===== src/rtl/pipe_msgbus_endpoint.sv =====
// MAC-side PIPE message-bus endpoint: serialises commands onto M2P, parses P2M,
// and shadows the DP link-training status registers written by the PHY.
module pipe_msgbus_endpoint (
  input  logic        pclk,
  input  logic        reset_n,
  input  logic [3:0]  cmd_in,
  input  logic [11:0] addr_in,
  input  logic [7:0]  data_in,
  input  logic        tx_valid,
  output logic        tx_ready,
  input  logic        wait_ack_en,
  input  logic        write_ack_en,
  output logic [7:0]  m2p_message_bus,
  input  logic [7:0]  p2m_message_bus,
  output logic [3:0]  cmd_out,
  output logic [11:0] addr_out,
  output logic [7:0]  data_out,
  output logic        rx_valid,
  output logic [1:0]  tx_state,
  output logic [1:0]  rx_state,
  output logic        link_trg_en,
  output logic [2:0]  link_trg_stage,
  output logic [2:0]  link_trg_tps,
  output logic [3:0]  data_rate
);

  localparam logic [3:0] CMD_WR_U   = 4'd1;
  localparam logic [3:0] CMD_WR_C   = 4'd2;
  localparam logic [3:0] CMD_RD     = 4'd3;
  localparam logic [3:0] CMD_RD_CPL = 4'd4;
  localparam logic [3:0] CMD_WR_ACK = 4'd5;
  localparam logic [7:0] ACK_BEAT   = {CMD_WR_ACK, 4'h0};

  typedef enum logic [1:0] {TX_IDLE = 2'd0, TX_ADDR_LO = 2'd1, TX_DATA = 2'd2, TX_WAIT_ACK = 2'd3} txState_t;
  typedef enum logic [1:0] {RX_IDLE = 2'd0, RX_ADDR_LO = 2'd1, RX_DATA = 2'd2} rxState_t;

  txState_t    r_txState, w_txNext;
  rxState_t    r_rxState, w_rxNext;
  logic [7:0]  r_m2p, w_busNext;
  logic [3:0]  r_txCmd;
  logic [7:0]  r_txAddrLo, r_txData;
  logic        r_txWait, r_ackPending;
  logic        w_accept, w_ackSend, w_ackSet, w_ackDone;
  logic [3:0]  r_rxCmd, r_rxAddrHi;
  logic [7:0]  r_rxAddrLo;
  logic [3:0]  r_cmdOut;
  logic [11:0] r_addrOut;
  logic [7:0]  r_dataOut;
  logic        r_rxValid;
  logic        r_linkEn;
  logic [2:0]  r_linkStage, r_linkTps;
  logic [3:0]  r_dataRate;
  logic [3:0]  w_beatCmd, w_doneCmd;
  logic [11:0] w_doneAddr;
  logic        w_beatValid, w_rxDone, w_isWrite, w_carriesAddr, w_carriesData;

  assign tx_ready        = (r_txState == TX_IDLE) && !r_ackPending;
  assign tx_state        = r_txState;
  assign rx_state        = r_rxState;
  assign m2p_message_bus = r_m2p;
  assign cmd_out         = r_cmdOut;
  assign addr_out        = r_addrOut;
  assign data_out        = r_dataOut;
  assign rx_valid        = r_rxValid;
  assign link_trg_en     = r_linkEn;
  assign link_trg_stage  = r_linkStage;
  assign link_trg_tps    = r_linkTps;
  assign data_rate       = r_dataRate;

  // The wait is released by the registered completion, so tx_ready follows rx_valid by one cycle
  assign w_ackDone = r_rxValid &&
                     (((r_txCmd == CMD_WR_C) && (r_cmdOut == CMD_WR_ACK)) ||
                      ((r_txCmd == CMD_RD) && (r_cmdOut == CMD_RD_CPL)));
  assign w_ackSet  = w_rxDone && (w_doneCmd == CMD_WR_C) && write_ack_en;

  always_comb begin
    w_txNext  = r_txState;
    w_busNext = 8'h00;
    w_accept  = 1'b0;
    w_ackSend = 1'b0;
    case (r_txState)
      TX_IDLE: begin
        if (r_ackPending) begin
          w_busNext = ACK_BEAT;
          w_ackSend = 1'b1;
        end else if (tx_valid) begin
          w_accept = 1'b1;
          case (cmd_in)
            CMD_WR_U, CMD_WR_C, CMD_RD: begin
              w_busNext = {cmd_in, addr_in[11:8]};
              w_txNext  = TX_ADDR_LO;
            end
            CMD_RD_CPL: begin
              w_busNext = {CMD_RD_CPL, 4'h0};
              w_txNext  = TX_DATA;
            end
            CMD_WR_ACK: w_busNext = ACK_BEAT;
            default:    w_busNext = 8'h00;
          endcase
        end
      end
      TX_ADDR_LO: begin
        w_busNext = r_txAddrLo;
        if (r_txCmd == CMD_RD) w_txNext = r_txWait ? TX_WAIT_ACK : TX_IDLE;
        else                   w_txNext = TX_DATA;
      end
      TX_DATA: begin
        w_busNext = r_txData;
        w_txNext  = r_txWait ? TX_WAIT_ACK : TX_IDLE;
      end
      TX_WAIT_ACK: begin
        if (r_ackPending) begin
          w_busNext = ACK_BEAT;
          w_ackSend = 1'b1;
        end
        if (w_ackDone) w_txNext = TX_IDLE;
      end
      default: w_txNext = TX_IDLE;
    endcase
  end

  always_ff @(posedge pclk or negedge reset_n) begin
    if (!reset_n) begin
      r_txState    <= TX_IDLE;
      r_m2p        <= 8'h00;
      r_txCmd      <= 4'h0;
      r_txAddrLo   <= 8'h00;
      r_txData     <= 8'h00;
      r_txWait     <= 1'b0;
      r_ackPending <= 1'b0;
    end else begin
      r_txState <= w_txNext;
      r_m2p     <= w_busNext;
      if (w_accept) begin
        r_txCmd    <= cmd_in;
        r_txAddrLo <= addr_in[7:0];
        r_txData   <= data_in;
        r_txWait   <= wait_ack_en && ((cmd_in == CMD_WR_C) || (cmd_in == CMD_RD));
      end
      if (w_ackSet)       r_ackPending <= 1'b1;
      else if (w_ackSend) r_ackPending <= 1'b0;
    end
  end

  assign w_beatCmd     = p2m_message_bus[7:4];
  assign w_beatValid   = (w_beatCmd >= CMD_WR_U) && (w_beatCmd <= CMD_WR_ACK);
  assign w_doneCmd     = (r_rxState == RX_IDLE) ? w_beatCmd : r_rxCmd;
  assign w_doneAddr    = (r_rxState == RX_ADDR_LO) ? {r_rxAddrHi, p2m_message_bus}
                                                   : {r_rxAddrHi, r_rxAddrLo};
  assign w_isWrite     = (w_doneCmd == CMD_WR_U) || (w_doneCmd == CMD_WR_C);
  assign w_carriesAddr = w_isWrite || (w_doneCmd == CMD_RD);
  assign w_carriesData = w_isWrite || (w_doneCmd == CMD_RD_CPL);

  always_comb begin
    w_rxNext = r_rxState;
    w_rxDone = 1'b0;
    case (r_rxState)
      RX_IDLE: begin
        if (w_beatValid) begin
          if (w_beatCmd == CMD_WR_ACK)      w_rxDone = 1'b1;
          else if (w_beatCmd == CMD_RD_CPL) w_rxNext = RX_DATA;
          else                              w_rxNext = RX_ADDR_LO;
        end
      end
      RX_ADDR_LO: begin
        if (r_rxCmd == CMD_RD) begin
          w_rxDone = 1'b1;
          w_rxNext = RX_IDLE;
        end else begin
          w_rxNext = RX_DATA;
        end
      end
      RX_DATA: begin
        w_rxDone = 1'b1;
        w_rxNext = RX_IDLE;
      end
      default: w_rxNext = RX_IDLE;
    endcase
  end

  // Completion publishes only the fields the command carries; status shadow rides the same edge
  always_ff @(posedge pclk or negedge reset_n) begin
    if (!reset_n) begin
      r_rxState   <= RX_IDLE;
      r_rxCmd     <= 4'h0;
      r_rxAddrHi  <= 4'h0;
      r_rxAddrLo  <= 8'h00;
      r_rxValid   <= 1'b0;
      r_cmdOut    <= 4'h0;
      r_addrOut   <= 12'h000;
      r_dataOut   <= 8'h00;
      r_linkEn    <= 1'b0;
      r_linkStage <= 3'd0;
      r_linkTps   <= 3'd0;
      r_dataRate  <= 4'h0;
    end else begin
      r_rxState <= w_rxNext;
      r_rxValid <= w_rxDone;
      if ((r_rxState == RX_IDLE) && w_beatValid) begin
        r_rxCmd    <= w_beatCmd;
        r_rxAddrHi <= p2m_message_bus[3:0];
      end
      if (r_rxState == RX_ADDR_LO) r_rxAddrLo <= p2m_message_bus;
      if (w_rxDone) begin
        r_cmdOut <= w_doneCmd;
        if (w_carriesAddr) r_addrOut <= w_doneAddr;
        if (w_carriesData) r_dataOut <= p2m_message_bus;
        if (w_isWrite) begin
          case (w_doneAddr)
            12'hF00: r_linkEn    <= p2m_message_bus[0];
            12'hF01: r_linkStage <= p2m_message_bus[2:0];
            12'hF02: r_linkTps   <= p2m_message_bus[2:0];
            12'hF03: r_dataRate  <= p2m_message_bus[3:0];
            default: ;
          endcase
        end
      end
    end
  end

endmodule


===== config.mk =====
export PLATFORM = sky130hd
export DESIGN_NAME = pipe_msgbus_endpoint
export DESIGN_NICKNAME = d
export VERILOG_FILES = /design/src/rtl/pipe_msgbus_endpoint.sv
export SDC_FILE = /design/constraint.sdc
export NUM_CORES = 1
export LEC_CHECK = 0
export CORE_MARGIN = 1.5
export CORE_UTILIZATION = 50
export CTS_CLUSTER_DIAMETER = 30
export DETAILED_ROUTE_END_ITERATION = 10
export GPL_TIMING_DRIVEN = 0
export PLACE_DENSITY = 0.91
export SYNTH_ARGS = -nofsm -noshare
export SYNTH_HDL_FRONTEND = slang
export SYNTH_SLANG_ARGS = --single-unit

===== constraint.sdc =====
create_clock -name pclk -period 2.4 [get_ports pclk]
set_clock_uncertainty 0.1 [all_clocks]
set_input_delay 0.36 -clock pclk [delete_from_list [all_inputs] [get_ports pclk]]
set_output_delay 0.36 -clock pclk [all_outputs]
set_load 0.02 [all_outputs]

# [Word level (Yosys, flattened, before mapping)]
# Cells that the tools add are included.
[totals] ff_bits=86 inputBits=37 out_inout_bits=49 elab_cells=110
[op_classes] n_lt_le_gt_ge=2 n_eq_ne=31 mux=30 n_reduce_logical=28
[ops] operator="== test 12 bit, second input constant" count=4
[ops] operator="case mux 8 bit (4 select lines)" count=1
[ops] operator="== test 4 x 2 -> 1 bit, second input constant" count=7
[ops] operator="== test 4 x 3 -> 1 bit, second input constant" count=7
[ops] operator="two-way mux 8 bit" count=3
[ops] operator="case mux 8 bit (3 select lines)" count=1
[ops] operator="two-way mux 2 bit" count=9
[ops] operator="AND reduction 3 bit" count=4
[ops] operator="two-way mux 1 bit" count=10
[ops] operator="inequality test 2 bit, second input constant" count=5
[ops] operator="logical AND 1 bit" count=9
[ops] operator="== test 4 x 1 -> 1 bit, second input constant" count=2
[ops] operator="case mux 2 bit (2 select lines)" count=2
[ops] operator="case mux 2 bit (4 select lines)" count=1
[ops] operator="two-way mux 7 bit" count=1
[ops] operator="== test 2 bit, second input constant" count=3
[ops] operator="AND reduction 2 bit" count=3
[ops] operator="logical OR 1 bit" count=5
[ops] operator="== test 2 x 1 -> 1 bit, second input constant" count=2
[ops] operator=">= comparator 4 x 1 -> 1 bit, second input constant" count=1
[ops] operator="<= comparator 4 x 3 -> 1 bit, second input constant" count=1
[ops] operator="logical NOT 2 bit" count=2
[ops] operator="two-way mux 4 bit" count=1
[ops] operator="AND reduction 4 bit" count=1
[ops] operator="6 further kinds" count=6

# [Logic depth before layout (Yosys ltp)]
# Gate-level depths: netlist of run 1.
[logic_depth] depth_word=7 mapped_depth=7 depth_no_buf=6

# [Least setup slack after synthesis of run 1]
# OpenSTA, ideal clock, no wires.
[synth_path] kind="register -> register" start="register r_rxState[0], in the netlist rx_state[0]" end="register r_linkTps[0], in the netlist link_trg_tps[0]" setup_time_ns=0.128 arrival_time_ns=2.082 required_ns=2.172 slack_ns=0.090 stages_incl_launch_ff=7 path_buffers=1 period_less_slack_ns=2.310 cell_sequence="dfrtp_1 nor2b_1 buf_2 mux2i_2 inv_2 a2111oi_4 mux2_1"
[synth_between] elab_cells_between_ends=11 classes_between="eq/ne: 5; mux: 3; reduce/logical: 3"
[synth_lines] element="start: declaration" line="38" rtl="rxState_t r_rxState, w_rxNext;"
[synth_lines] element="start signal: assignment" line="197" rtl="r_rxState <= w_rxNext;"
[synth_lines] element="== test 2 x 1 -> 1 bit" line="148" rtl="assign w_doneAddr = (r_rxState == RX_ADDR_LO) ? {r_rxAddrHi, p2m_message_bus}"
[synth_lines] element="two-way mux 8 bit" line="148"
[synth_lines] element="via w_doneAddr[0]" line="54" rtl="logic [11:0] w_doneAddr;"
[synth_lines] element="== test 12 bit" line="209" rtl="case (w_doneAddr)"
[synth_lines] element="AND reduction 3 bit (no source line)"
[synth_lines] element="end signal: assignment" line="212" rtl="12'hF02: r_linkTps <= p2m_message_bus[2:0];"
[synth_lines] element="end: declaration" line="51" rtl="logic [2:0] r_linkStage, r_linkTps;"
# The timed path passes the listed nets, and every way through them passes these cells.
# A chain may end at the register's enable or synchronous reset.

# [Worst setup path in the final report of run 1]
[layout_path] start="register r_rxState[0], in the netlist rx_state[0]" end="register r_dataRate[2], in the netlist data_rate[2]"
[layout_between] elab_chain_len=5 elab_cells_between_ends=11 classes_between="eq/ne: 5; mux: 3; reduce/logical: 3"
[layout_lines] element="branches (longest 4 deep; another with == test 12 bit)"
[layout_lines] element="AND reduction 3 bit (no source line) (*)"
[layout_lines] element="end signal: assignment" line="213" rtl="12'hF03: r_dataRate <= p2m_message_bus[3:0];"
[layout_lines] element="end: declaration" line="52" rtl="logic [3:0] r_dataRate;"
# Every way passes the cells marked *.

==> impl_results.md, run 1 <==
* Die Wd at 89.62 um
* Pwr dens at 1160 nW/um^2
* Setup crit start: rx_state[0]
* Clk Latency, worst-skew pair at roughly 360 ps
* Vias per cell at 5.484
* Syn Nets at about 300
* CTS Root Cell: clkbuf_8
* Most frequent cell after synthesis: dfrtp_1
* Synthesized flop and latch total at between 80 and 90
* Initial DRC count at 64
* Die Y at between 80 and 90 um
* Max-slew violations at 0
* Compound-Gate Fraction of Synth Area at under 10%
* Final min period at 2332 ps
* DRT antenna net count at 0
* Dominant cells by area after synthesis: dfrtp_1, mux2_2, mux2_1
* Starting Density at between 50% and 60%
* Setup TNS Final at 0 ps
* Sequential fraction of the synthesis area at 57.37%
* Pleak at 2.079 nW
* Mapped Cells at 267
* RSZ-0062 raised after global routing: false
* Status: completed
* Yosys warns at 0
* Pin count of the biggest net entering global routing at 64
* Worst min-delay path category: input port to asynchronous set/reset pin
* Syn_area_per_cell at approximately 14 sq um
* Peak VDD IR at slightly below 0.7 mV
* DR DRC count at 0
* Fin crit share at slightly below 100%
* Synth Flop Type: dfrtp_1
* DR WL/cell at between 15 and 20 um
* EDFF count, synth at 0
* # rows at 31
* Worst-path fanout max at 8
* Core Region at approximately 7300 sq um
* RePlAce Congestion at 0.8849
* FFs w/ async S/R, synth at 100.0%
* RR Startpoint: rx_state[0]
* Synth Area in XOR/XNOR at 0.7005%
* Largest family of logic cells by synthesized area: multiplexers
* TritonCTS clock tree: yes
* WL final at slightly above 8000 um
* Post CTS Setup Buffer Count at 0
* NumNets Final at a little over 400
* Final HPWL DP at around 5700 um
* Worst EP arrival at 2470 ps
* Slew @ Worst Pin at a little under 800 ps
* CTS clk-pin slew, worst paths at 90 ps
* Ant diodes at 0
* Multiplexer share of the synthesized area at between 20% and 30%
* Peak Freq at roughly 0.43 GHz
* Max-Cap Viols at 0
* Area growth syn-to-layout at 33.59%
* Layout fillers at between 400 and 500
* Via count at 2572
* TritonCTS Sinks at 86
* Req. time, crit path at about 2500 ps
* H-tree levels at 3
* Port Buf Inserts at 85
* Synth Area in Simple Gates at 7.705%
* Vias in the first global route at between 2000 and 3000
* Final hold viol count at 0
* Hold_ws at about 340 ps
* Pre-antenna DRT Iters at 4
* CTS Buf Count at 9
* Num ports at 86
* Endpoints failing setup at 0
* Synth Cell Area at 3751 sq um
* Global-route wire length before repair at 12590 um
* Adder-cell share of the synthesized area at 1.334%
* Proportion of layout cells with a drive suffix above 1 at 26.49%
* Slew HR at a little under half
* Grt ovf at 0
* Setup crit start kind: flip-flop
* Max Root-Sink Buffers at 2
* Full die area at roughly 8000 sq um
* Tot GR Track Use at a little over a fifth
* Post-synth top area cell: dfrtp_1
* Top post-synthesis cells by count: dfrtp_1, mux2_2, nor2_1
* Yosys cell types at 48
* Share of the synthesized area in the top cell type at a little under three fifths
* CP Class: flip-flop to flip-flop
* Initial antenna violation count at 0
* Critical path endpoint category: flip-flop
==> stage by stage <==
stage / power [W] / cell area [sq um] / utilization, % / cells / worst slack [ps]
4_1_cts: 0.005841 / 4982 / 68.69 / 469 / 8.298
5_1_grt: 0.006153 / 5011 / 69.09 / 469 / 1.297
2_1_floorplan: 0.003741 / 3751 / - / 267 / 90.48
6_report: 0.005815 / 5011 / 69.09 / 469 / 68.01
3_5_place_dp: 0.004750 / 4751 / 65.50 / 452 / -362.8
3_3_place_gp: 0.004637 / 4726 / 65.15 / 451 / -2012
==> area by class of cell <==
class	instances	area [sq um]	area share [%]
sequential	86	2153	42.97
inverter	6	22.52	0.4494
clock buffer	10	137.6	2.747
buffer	10	50.05	0.9988
clock inverter	6	76.32	1.523
multi-input combinational	165	1563	31.19
tap	99	123.9	2.472
timing repair buffer	87	884.6	17.65
==> path summary, 6_finish.rpt <==
kind / cells past startpoint / slack (ps) / endpoint
worst max-delay path: 4 / 70 / data_rate[2]
worst min-delay path: 2 / 340 / r_txWait
min in group pclk: 1 / 400 / link_trg_stage[0]
max in group asynchronous: 3 / 1270 / rx_state[0]
worst max register to register: 4 / 70 / data_rate[2]
worst min register to register: 1 / 400 / link_trg_stage[0]
==> flip-flops by register name (all words and copies together), names as in the netlist <==
register and cells:
addr_out 12, cmd_out 4, data_out 8, data_rate 4, link_trg_en 1, link_trg_stage 3
link_trg_tps 3, m2p_message_bus 8, r_ackPending 1, r_rxAddrHi 4, r_rxAddrLo 8, r_rxCmd 4
r_txAddrLo 8, r_txCmd 4, r_txData 8, r_txWait 1, rx_state 2, rx_valid 1
tx_state 2
==> layout by cell type (no fill, tap or decap), types with 5 or more instances in the layout <==
cell type	count
clkdlybuf4s50_1	83
mux2_2	58
clkbuf_1	5
a22oi_1	6
nor2_1	12
clkbuf_8	10
dfrtp_1	85
nand2_1	8
nor2b_1	5
mux2_1	10
==> worst max-delay path, cell delays in order (launching register included) <==
cell and delay (ps):
dfrtp_2 460, nand2b_4 190, or4b_4 620, a2111oi_4 480, mux2_1 360
==> metal layers <==
metal / part of all wire, % / GRT usage (%)
met5: 0 / 0
met4: 0.99 / 6.713
met3: 6.8 / 6.581
met2: 49 / 35.55
met1: 43 / 26.08
==> kinds of logic (layout without fill, tap and decap cells) <==
group	after synthesis	count (layout)
AOI/OAI and AO/OA	37	37
muxes	73	73
DFF	86	86
xor gates and xnor gates	3	3
and+or+nand+nor	48	48
buffers and inverters	16	119
adders and majority gates	4	4
==> report_power, final <==
part / total, W / internal [W] / switching (W)
clock network: 0.00107 / 0.000530 / 0.000545
logic: 0.00240 / 0.00124 / 0.00115
registers: 0.00234 / 0.00200 / 0.000343
==> what timing repair did <==
item                                    4_1_cts  5_1_grt
resized for setup                             2        8
endpoints found under the hold margin        23        0
endpoints found under the setup margin        4       15
hold buffers                                  1        0
Power figures use the tool's default switching activity.
==> inputs of run 2 (changes only) <==
CORE_MARGIN = not set   (was 1.5)
==> impl_results.md, run 2 (synthesis gave the netlist of run 1 again) <==
* Status: completed
* Slew HR at 45.70% (-1.9 points)
* GRT met2 Usage at 40.35% (+4.8 points)
* DR DRC count at 0 (unchanged)
* CTS clk-pin slew, worst paths at 90 ps (about the same)
* Setup TNS Final at 0 ps (unchanged)
* RR Startpoint: tx_state[1]
* Slew @ Worst Pin at 810.9 ps (+27.89 ps)
* NumNets Final at 407 (+0.25%)
* Slowest CP cell: nor4_1
* Critical path endpoint category: flip-flop
* Die Wd at 88.62 um (-1.1%)
* Worst path cell trace: inv_1, ha_1, nor2b_1, nand2_1, nor4_1, o2bb2ai_1
* Pre-antenna DRT Iters at 4 (unchanged)
* Ant diodes at 0 (unchanged)
* Max Root-Sink Buffers at 2 (unchanged)
* Total power at 0.005942 W (+2.2%)
* Sequential fraction of design power at 39.7% (-0.6 points)
* Max-slew violations at 0 (unchanged)
* Global Route met1 Usage at 26.57% (+0.49 points)
* Peak VDD IR at 0.6855 mV (-0.46%)
* WL final at 8457 um (+4.8%)
* DRT antenna net count at 0 (unchanged)
* # rows at 31 (unchanged)
* Endpoints failing setup at 0 (unchanged)
* Fin crit share at 97.52% (+0.36 points)
* Clk pwr share at 19.5% (+1.0 points)
* RePlAce Congestion at 0.8661 (-2.1%)
* Die Y at 88.62 um (-1.1%)
* Switching share of power at 34.77% (-0.34 points)
* Worst min-delay path category: input port to asynchronous set/reset pin
* Max reg flops at 12 (unchanged)
* Vias in the first global route at 2671 (+0.94%)
* Critical Path Max Stage Delay at 710 ps (+90 ps)
* Worst-path fanout max at 7 (-1)
* CP Class: flip-flop to flip-flop
* Area growth syn-to-layout at 34.06%
* TritonCTS clock tree: yes
* H-tree levels at 3 (unchanged)
* CTS Buf Count at 9 (unchanged)
* Initial antenna violation count at 0 (unchanged)
* Vias per cell at 5.579 (+1.7%)
* Worst EP arrival at 2510 ps (+40 ps)
* Net switching power at 0.002066 W (+1.2%)
* Int Pwr at 0.003876 W (+2.7%)
* DR WL/cell at 17.99 um (+4.6%)
* Req. time, crit path at 2570 ps (+30 ps)
* Grt ovf at 0 (unchanged)
* CTS Root Cell: clkbuf_8
* Peak Freq at 0.4272 GHz (-0.37%)
* Starting Density at 51.72% (unchanged)
* Tot GR Track Use at 22.68% (+1.6 points)
* Via count at 2622 (+1.9%)
* Busiest grt layer: met2
* Num ports at 86 (unchanged)
* Most common cell after layout, fill and taps aside: dfrtp_1
* Pleak at 2.083 nW (+0.19%)
* Setup crit start kind: flip-flop
* Initial DRC count at 97 (+52%)
* Logic pwr share at 40.8% (-0.4 points)
* Clk Latency, worst-skew pair at 350 ps (about the same)
* Global-route wire length before repair at 13180 um (+4.7%)
* Pwr dens at 1182 nW/um^2 (+1.8%)
* Full die area at 7853 sq um (-2.2%)
* Proportion of layout cells with a drive suffix above 1 at 26.42% (-0.071 points)
* Final hold viol count at 0 (unchanged)
* Max-Cap Viols at 0 (unchanged)
* Final min period at 2341 ps (+8.572 ps)
* Core Region at 7253 sq um (unchanged)
* Pin count of the biggest net entering global routing at 62 (-3.1%)
* Setup crit start: tx_state[1]
* TritonCTS Sinks at 86 (unchanged)
* Met3 Resource Use GR at 5.037% (-1.5 points)
* Final HPWL DP at 5937 um (+3.5%)
* Port Buf Inserts at 85 (unchanged)
* Most frequent cells in the layout: dfrtp_1, clkdlybuf4s50_1, mux2_2
-- run 2: layout make-up --
cell class / instances / area, sq um
Clock buffer: 10 / 137.6
Timing Repair Buffer: 88 / 892.1
Buffer: 10 / 50.05
Tap cell: 99 / 123.9
Multi-Input combinational cell: 165 / 1556
Inverter: 6 / 22.52
Fill cell: 498 / 2225
Sequential cell: 86 / 2153
Clock inverter: 6 / 92.59
-- run 2: layer usage --
layer | share of wire, % | vias up | wire length (um)
li1 | - | 1183 | -
met1 | 39 | 1291 | 3310
met2 | 51 | 126 | 4348
met3 | 7.4 | 22 | 623
met4 | 2.1 | 0 | 175
met5 | 0 | - | 0
-- run 2: critical path, delay by kind of cell, from the launching register on --
kind                       cells  cell delay (ps)
AOI/OAI and AO/OA              1              190
adders and majority gates      1              250
buffers and inverters          1              130
DFF                            1              440
and+or+nand+nor                3             1150
-- run 2: per-stage QoR --
stage | setup WS (ps) | hold slack [ps] | cell area (sq um) | std cells | util, %
6_report | 59.44 | 347.3 | 5029 | 470 | 69.33
5_1_grt | -9.822 | 394.8 | 5029 | 470 | 69.33
4_1_cts | 5.964 | 352.9 | 4999 | 469 | 68.92
3_5_place_dp | -403.0 | 198.2 | 4751 | 452 | 65.50
3_3_place_gp | -2030 | 370.7 | 4726 | 451 | 65.15
2_1_floorplan | 90.48 | -35.59 | 3751 | 267 | -
-- run 2: timing repair --
item / in CTS / in global routing
setup endpoints to repair: 5 / 21
pin swaps: 0 / 1
endpoints found under the hold margin: 25 / 0
hold buffers: 1 / 0
setup buffers: 0 / 1
gates resized for setup: 2 / 7
-- run 2: power groups by stage --
| stage | logic, W | clock network (W) | registers, W |
|---|---|---|---|
| floorplan | 0.00111 | 0 | 0.00263 |
| global placement | 0.00231 | 0 | 0.00233 |
| detailed placement | 0.00240 | 0 | 0.00236 |
| CTS | 0.00241 | 0.00118 | 0.00235 |
| global route | 0.00259 | 0.00123 | 0.00242 |
| finish | 0.00242 | 0.00116 | 0.00236 |
-- run 2: path summary, 6_finish.rpt --
path,end,slack (ps),cells past startpoint
hold / removal,m2p_message_bus[7],350,2
hold reg to reg,data_rate[2],400,1
max in group asynchronous,rx_state[0],1250,3
setup reg to reg,m2p_message_bus[3],60,6
setup / recovery,m2p_message_bus[3],60,6
min in group pclk,data_rate[2],400,1
